$ cat src/rtl/gpio_irq_ctrl.sv
// APB-mapped GPIO interrupt controller: synchronized pad inputs, edge/level detection, W1C status.
// Define GPIO_IRQ_DEBOUNCE_EN to build in the per-bit 3-sample debounce filter and its prescaler.
module gpio_irq_ctrl (
   input  logic        apb_pclk,
   input  logic        apb_prst,
   input  logic        apb_psel,
   input  logic        apb_penable,
   input  logic        apb_pwrite,
   input  logic [31:0] apb_paddr,
   input  logic [31:0] apb_pwdata,
   output logic [31:0] apb_prdata,
   input  logic [31:0] gpio_i,
   output logic        irq
);

   localparam logic [7:0] ADDR_INT_EN   = 8'h60;
   localparam logic [7:0] ADDR_INT_TYPE = 8'h64;
   localparam logic [7:0] ADDR_INT_POL  = 8'h68;
   localparam logic [7:0] ADDR_INT_STAT = 8'h6C;
   localparam logic [7:0] ADDR_DB_CNT   = 8'h70;
   localparam logic [7:0] ADDR_IN_VAL   = 8'h74;

   logic        wr_stb;
   logic        rd_stb;
   logic [7:0]  offset;
   logic        unused_paddr;

   logic [31:0] int_en;
   logic [31:0] int_type;
   logic [31:0] int_pol;
   logic [31:0] int_stat;

   logic [31:0] s1;
   logic [31:0] s2;
   logic [31:0] f;
   logic [31:0] prev;

   logic [31:0] pol_match;
   logic [31:0] edge_hit;
   logic [31:0] set_vec;
   logic [31:0] w1c_vec;
   logic [31:0] db_cnt_rd;

   assign wr_stb       = apb_psel & apb_penable & apb_pwrite;
   assign rd_stb       = apb_psel & apb_penable & ~apb_pwrite;
   assign offset       = apb_paddr[7:0];
   assign unused_paddr = ^apb_paddr[31:8];

   // Two-flop synchronizer; prev lags the filtered value by one cycle for edge detection.
   always_ff @(posedge apb_pclk or posedge apb_prst) begin
      if (apb_prst) begin
         s1   <= '0;
         s2   <= '0;
         prev <= '0;
      end else begin
         // NOTE: every clocked assignment is non-blocking so s1 -> s2 -> prev shift, not collapse.
         s1   <= gpio_i;
         s2   <= s1;
         prev <= f;
      end
   end

`ifdef GPIO_IRQ_DEBOUNCE_EN
   logic [15:0] db_cnt;
   logic [15:0] presc;
   logic        tick;
   logic [31:0] hist0;
   logic [31:0] hist1;
   logic [31:0] hist2;
   logic [31:0] agree;

   assign tick  = (presc == db_cnt);
   assign agree = ~(hist0 ^ hist1) & ~(hist1 ^ hist2);

   // Shared prescaler: one sample tick every db_cnt+1 cycles, restarted by any DB_CNT write.
   always_ff @(posedge apb_pclk or posedge apb_prst) begin
      if (apb_prst) begin
         db_cnt <= '0;
         presc  <= '0;
         hist0  <= '0;
         hist1  <= '0;
         hist2  <= '0;
         f      <= '0;
      end else begin
         if (wr_stb && offset == ADDR_DB_CNT) begin
            db_cnt <= apb_pwdata[15:0];
            presc  <= '0;
         end else if (tick) begin
            presc  <= '0;
         end else begin
            presc  <= presc + 16'd1;
         end
         if (tick) begin
            hist0 <= s2;
            hist1 <= hist0;
            hist2 <= hist1;
         end
         // A bit only follows the pad once three consecutive samples agree.
         f <= (f & ~agree) | (hist0 & agree);
      end
   end

   assign db_cnt_rd = {16'h0000, db_cnt};
`else
   always_ff @(posedge apb_pclk or posedge apb_prst) begin
      if (apb_prst) begin
         f <= '0;
      end else begin
         f <= s2;
      end
   end

   assign db_cnt_rd = '0;
`endif

   assign pol_match = ~(f ^ int_pol);
   assign edge_hit  = (f ^ prev) & pol_match;
   assign set_vec   = (int_type & edge_hit) | (~int_type & pol_match);
   assign w1c_vec   = (wr_stb && offset == ADDR_INT_STAT) ? apb_pwdata : '0;

   // Set terms are OR-ed in after the W1C mask so a coincident set always wins.
   always_ff @(posedge apb_pclk or posedge apb_prst) begin
      if (apb_prst) begin
         int_en   <= '0;
         int_type <= '0;
         int_pol  <= '0;
         int_stat <= '0;
      end else begin
         if (wr_stb && offset == ADDR_INT_EN)   int_en   <= apb_pwdata;
         if (wr_stb && offset == ADDR_INT_TYPE) int_type <= apb_pwdata;
         if (wr_stb && offset == ADDR_INT_POL)  int_pol  <= apb_pwdata;
         int_stat <= (int_stat & ~w1c_vec) | set_vec;
      end
   end

   always_comb begin
      // NOTE: defaulting the output first keeps this block free of inferred latches.
      apb_prdata = '0;
      if (rd_stb) begin
         case (offset)
            ADDR_INT_EN:   apb_prdata = int_en;
            ADDR_INT_TYPE: apb_prdata = int_type;
            ADDR_INT_POL:  apb_prdata = int_pol;
            ADDR_INT_STAT: apb_prdata = int_stat;
            ADDR_DB_CNT:   apb_prdata = db_cnt_rd;
            ADDR_IN_VAL:   apb_prdata = f;
            default:       apb_prdata = '0;
         endcase
      end
   end

   assign irq = |(int_stat & int_en);

endmodule

$ cat config.mk
export PLATFORM = sky130hd
export DESIGN_NAME = gpio_irq_ctrl
export DESIGN_NICKNAME = d
export VERILOG_FILES = /design/src/rtl/gpio_irq_ctrl.sv
export SDC_FILE = /design/constraint.sdc
export NUM_CORES = 1
export LEC_CHECK = 0
export CORE_MARGIN = 3
export CORE_UTILIZATION = 50
export CTS_CLUSTER_DIAMETER = 80
export DETAILED_ROUTE_END_ITERATION = 7
export PLACE_DENSITY = 0.83
export SYNTH_ARGS = -nofsm -noshare
export SYNTH_HDL_FRONTEND = slang
export SYNTH_SLANG_ARGS = --single-unit
$ cat constraint.sdc
create_clock -name apb_pclk -period 8.7 [get_ports apb_pclk]
set_input_delay 1.74 -clock apb_pclk [delete_from_list [all_inputs] [get_ports apb_pclk]]
set_output_delay 1.74 -clock apb_pclk [all_outputs]
set_load 0.01 [all_outputs]
== Word level (Yosys, flattened, before mapping) ==
Index checks and enable logic that the tools add are counted.
W data, S select, Z words.

* Bits in registers: 256
* Bits of input ports: 101
* Output and inout bits: 33
* Word-level logic and storage cells: 37

* Equal/unequal tests: 5
* Multiplexer cells: 3
* Bitwise logic cells: 16
* Reduce and logical (&&, ||, !) cells: 5

{| class="wikitable"
|+ Operators with widths
! kind !! number
|-
| $and A32 B32 Y32 || 5
|-
| $pmux W32 S5 || 1
|-
| $not A32 Y32 || 3
|-
| $mux W32 || 2
|-
| $or A32 B32 Y32 || 2
|-
| $xor A32 B32 Y32 || 2
|-
| $eq A8 B7 Y1 const B || 5
|-
| $reduce_or A32 Y1 || 1
|-
| $logic_and A1 B1 Y1 || 4
|-
| $and A1 B1 Y1 || 3
|-
| $not A1 Y1 || 1
|}

== Longest topological paths before layout ==
* Depth after elaboration: 7
* Depth in mapped cells: 6
* Gate-level depth less buffers: 3

== Worst setup path before layout ==
OpenSTA, ideal clock, no wires.

* Path kind: input-to-output
* Start: input apb_paddr[1]
* End: output apb_prdata[10]
* Arrival: 3.261 ns
* Required time: 6.960 ns
* Setup slack: 3.699 ns
* Cell stages on the path: 5
* Path buffers: 2
* Cells stage by stage: or3b_1 buf_2 nor4_1 clkbuf_1 o2bb2ai_1

* Cells in the longest elaborated chain, start to end: 3
* Elaborated cells on any way between the ends: 7
* Those cells by class: eq/ne: 5; mux: 2

{| class="wikitable"
|+ RTL lines
! element !! RTL line !! RTL
|-
| start, declared || 9 || <nowiki>input logic [31:0] apb_paddr,</nowiki>
|-
| $eq A8 B7 Y1 || 140 || <nowiki>case (offset)</nowiki>
|-
| $pmux W32 S5 * || 140 ||
|-
| $mux W32 * || 139 || <nowiki>if (rd_stb) begin</nowiki>
|-
| end, declared || 11 || <nowiki>output logic [31:0] apb_prdata,</nowiki>
|}

Every way passes the cells marked *; elsewhere a longest branch is shown, timed or not.

== Worst setup path in the final report ==
* Start: input apb_penable
* End: output apb_prdata[11]

* Cells in the longest elaborated chain, start to end: 3

{| class="wikitable"
|+ RTL lines
! element !! RTL line !! RTL
|-
| start, declared || 7 || <nowiki>input logic apb_penable,</nowiki>
|-
| $and A1 B1 Y1 (2 in series) || 45 || <nowiki>assign rd_stb = apb_psel & apb_penable & ~apb_pwrite;</nowiki>
|-
| $mux W32 || 139 ||
|}

Every way passes these cells.

==> results.md <==
## Setup path
• **data required time of the critical path** 6960 ps
• **origin of the worst setup path** apb_penable
• **endpoint of the lowest-slack register-to-register path** int_stat[9]
• **type of element capturing the critical path** output port
• **arrival time of the worst setup path** 5340 ps
• **capture point of the critical path** apb_prdata[11]
• **reg-to-reg setup timing slack** 7800 ps
• **worst reg2reg path depth** 3
• **Worst R2R Start** int_type[9]
• **Crit Path Class** in -> out
• **critical path peak fanout** 14
• **kind of launch point of the worst setup path** input port

## Clocking
• **cts-stage hold buffer count** 0
• **cell chosen for the clock root** sky130_fd_sc_hd__clkbuf_16
• **maximum level of the CTS H-tree** 1
• **CTS tree** built
• **Inserted Clock Buffers** 27
• **number of instances resized during post-cts repair** 0
• **clock sink total** 256
• **clock-pin slew of the registers on the worst-case setup and hold paths** 60 ps
• **buffers from clock root to sink, at most** 3
• **Skew-Pair Late Insertion Delay** 540 ps
• **Post-CTS Setup Bufs** 0

## Yosys
• **net count of the mapped netlist** 971
• **top-area cell type share of the netlist area** 58.5%
• **Cell Area, Synth** 11000 µm²
• **Mean Syn Cell Area** 12.6 µm²
• **fraction of registers with async set or reset after synthesis** 100%
• **top post-synthesis cells by area** sky130_fd_sc_hd__dfrtp_1 58%, sky130_fd_sc_hd__mux2_2 9.7%, sky130_fd_sc_hd__mux2_4 4.1%
• **cell taking the most area after synthesis** sky130_fd_sc_hd__dfrtp_1
• **most instantiated flip-flop cell in the synthesis netlist** sky130_fd_sc_hd__dfrtp_1
• **number of warnings printed during yosys synthesis** 0
• **count of different cell masters after synthesis** 30
• **Post-synth EDFFs** 0
• **post-synthesis sequential area ratio** 58.5%
• **instance count of the mapped netlist** 870
• **synthesis-stage register bit count** 256

## Floorplan
• **Std-Cell Core Area** 21300 µm²
• **Site Rows** 53
• **die width** 154 µm
• **y dimension of the die** 154 µm
• **IO Count** 134
• **die outline area** 23700 µm²
• **initial core utilization** 51.5%

## Pwr
• **Net Sw Power** 0.576 mW
• **Pint** 2.06 mW
• **power per cell area** 199 nW/µm²
• **proportion of power drawn by the clock network** 46.5%
• **share of power burned in combinational logic** 5.9%
• **switching part of the total** 21.9%
• **leakage dissipation** 5.33 nW
• **Worst IR Drop VDD** 0.130 mV
• **Reg power frac** 47.5%

## Min path
• **Hold/Removal Path Class** reg -> reg

## Placed design
• **dpl hpwl** 16500 µm
• **final estimated routing congestion in global placement** 0.816
• **worst slack after detailed placement** 1660 ps
• **DP Area** 12300 µm²
• **number of buffers inserted by port buffering** 109

## Global routing
• **via count of the first global-routing pass** 7795
• **total grt overflow** 0
• **global-route wire length before repair** 43000 µm
• **initial antenna violation count** 1
• **pin count of the biggest net entering global routing** 178
• **global-route total usage across every layer** 22.5%

## Layout
• **final instance area** 13200 µm²
• **Multi-input gate area** 4170 µm²
• **post-layout net count** 1058
• **number of diodes** 0
• **layout filler cell count** 1599
• **FF+latch area** 6410 µm²
• **share of layout cells above drive strength 1** 20.1%
• **Area Overhead vs Synth** 20.7%

## Routing
• **via total after detailed routing** 7904
• **WL/cell** 21.9 µm
• **vias per std cell** 6.31
• **ANT nets after route** 0
• **DRC violation count after routing** 0
• **count of TritonRoute iterations in the first routing pass** 6
• **Final Routed Wirelength** 27400 µm
• **number of DRC markers after the initial detailed-route iteration** 905

## Flow run
• **max capacitance violation total** 0

## STA
• **number of failing hold endpoints at the final stage** 0
• **setup violators final** 0
• **unrepaired setup endpoints after global routing** no
• **worst rel slew slack** 24.0%
• **measured slew at the worst slew-check pin** 1130 ps
• **Clock Skews** 21.2 ps
• **time the worst path needs with I/O delays and setup** 7080 ps
• **worst setup slack after layout** 1620 ps
• **fin crit share** 81.4%
• **total negative slack** 0 ps
• **Final Max Tran Viols** 0
• **highest attainable clock frequency** 141 MHz

## Run status
• **outcome** completed

==> Yosys cell counts, types with 4 or more instances <==
cell type,number
sky130_fd_sc_hd__buf_6,4
sky130_fd_sc_hd__a22oi_1,16
sky130_fd_sc_hd__nor4bb_1,32
sky130_fd_sc_hd__clkbuf_1,43
sky130_fd_sc_hd__nand2_1,32
sky130_fd_sc_hd__o2bb2ai_1,32
sky130_fd_sc_hd__dfrtp_1,256
sky130_fd_sc_hd__mux2_4,30
sky130_fd_sc_hd__buf_1,13
sky130_fd_sc_hd__nor2_1,33
sky130_fd_sc_hd__buf_2,7
sky130_fd_sc_hd__nand4_1,36
sky130_fd_sc_hd__mux2_2,94
sky130_fd_sc_hd__nand3_1,64
sky130_fd_sc_hd__o41ai_1,32
sky130_fd_sc_hd__inv_1,33
sky130_fd_sc_hd__a211oi_1,32
sky130_fd_sc_hd__mux2_1,4
sky130_fd_sc_hd__nor4b_1,32
sky130_fd_sc_hd__o21ai_0,32
==> sequential cells by signal, summed over array words and instances (netlist names) <==
register,flops
f,32
int_en,32
int_type,32
int_pol,32
s1,32
s2,32
prev,32
int_stat,32
==> through the flow <==
step | utilization (%) | hold slack (ps) | instances | power [mW]
floorplan | - | 331 | 870 | 1.35
global placement | 57.6 | 331 | 1203 | 1.42
detailed placement | 57.6 | 335 | 1203 | 1.43
CTS | 62.1 | 347 | 1252 | 2.65
global route | 62.1 | 350 | 1252 | 2.71
finish | 62.1 | 341 | 1252 | 2.63
==> cells by family (layout without fill, tap and decap cells) <==
| logic type | count (synthesis) | in the layout | share of synthesized area [%] |
|---|---|---|---|
| AOI/OAI and AO/OA | 145 | 145 | 9.97 |
| buffers and inverters | 100 | 207 | 3.78 |
| DFF | 256 | 256 | 58.5 |
| muxes | 128 | 128 | 14.2 |
| and+or+nand+nor | 241 | 241 | 13.6 |
==> routing by layer <==
metal | vias to the layer above | global-route usage, % | routed length, µm
met2 | 383 | 35.0 | 12800
li1 | 3458 | - | -
met4 | 2 | 7.61 | 828
met1 | 3993 | 32.1 | 11600
met3 | 68 | 4.28 | 2180
met5 | - | 0 | 13
==> layout by cell type (no fill, tap or decap), types with 32 or more instances in the layout <==
cell / netlist / final
sky130_fd_sc_hd__a211oi_1: 32 / 32
sky130_fd_sc_hd__clkdlybuf4s50_1: 0 / 106
sky130_fd_sc_hd__dfrtp_1: 256 / 256
sky130_fd_sc_hd__inv_1: 33 / 32
sky130_fd_sc_hd__mux2_2: 94 / 94
sky130_fd_sc_hd__nand2_1: 32 / 32
sky130_fd_sc_hd__nand3_1: 64 / 64
sky130_fd_sc_hd__nand4_1: 36 / 36
sky130_fd_sc_hd__nor2_1: 33 / 33
sky130_fd_sc_hd__nor4b_1: 32 / 32
sky130_fd_sc_hd__nor4bb_1: 32 / 32
sky130_fd_sc_hd__o21ai_0: 32 / 32
sky130_fd_sc_hd__o2bb2ai_1: 32 / 32
sky130_fd_sc_hd__o41ai_1: 32 / 32
==> power groups by stage <==
stage | Combinational, mW | Sequential, mW | Clock, mW
final | 0.156 | 1.25 | 1.22
after global routing | 0.169 | 1.25 | 1.29
after CTS | 0.156 | 1.25 | 1.24
after detailed placement | 0.154 | 1.27 | 0
after global placement | 0.152 | 1.27 | 0
after floorplan | 0.0847 | 1.26 | 0
==> final cells by class <==
type                    instances  area share, %
well taps                     275           2.60
clock inverters                11           1.24
inverters                      33          0.965
multi-input cells             514           31.5
repair buffers                125           9.16
flip-flops and latches        256           48.4
clock buffers                  38           6.10
==> critical path, stage by stage <==
cell                              delay (ps)
sky130_fd_sc_hd__clkdlybuf4s50_1         470
sky130_fd_sc_hd__nand4b_1                670
sky130_fd_sc_hd__nor4_2                 1190
sky130_fd_sc_hd__buf_4                   420
sky130_fd_sc_hd__o2bb2ai_1               240
sky130_fd_sc_hd__clkdlybuf4s50_1         610
==> worst min-delay path by stage <==
| stage | startpoint | to | slack (ps) | depth (start not counted) |
|---|---|---|---|---|
| 2_1_floorplan | s2[0] | f[0] | 330 | 0 |
| 3_3_place_gp | s1[7] | s2[7] | 330 | 0 |
| 3_5_place_dp | s2[21] | f[21] | 330 | 0 |
| 4_1_cts | s2[14] | f[14] | 350 | 0 |
| 5_1_grt | s2[14] | f[14] | 350 | 0 |
| 6_report | s2[14] | f[14] | 340 | 0 |
Power figures use the tool's default switching activity.
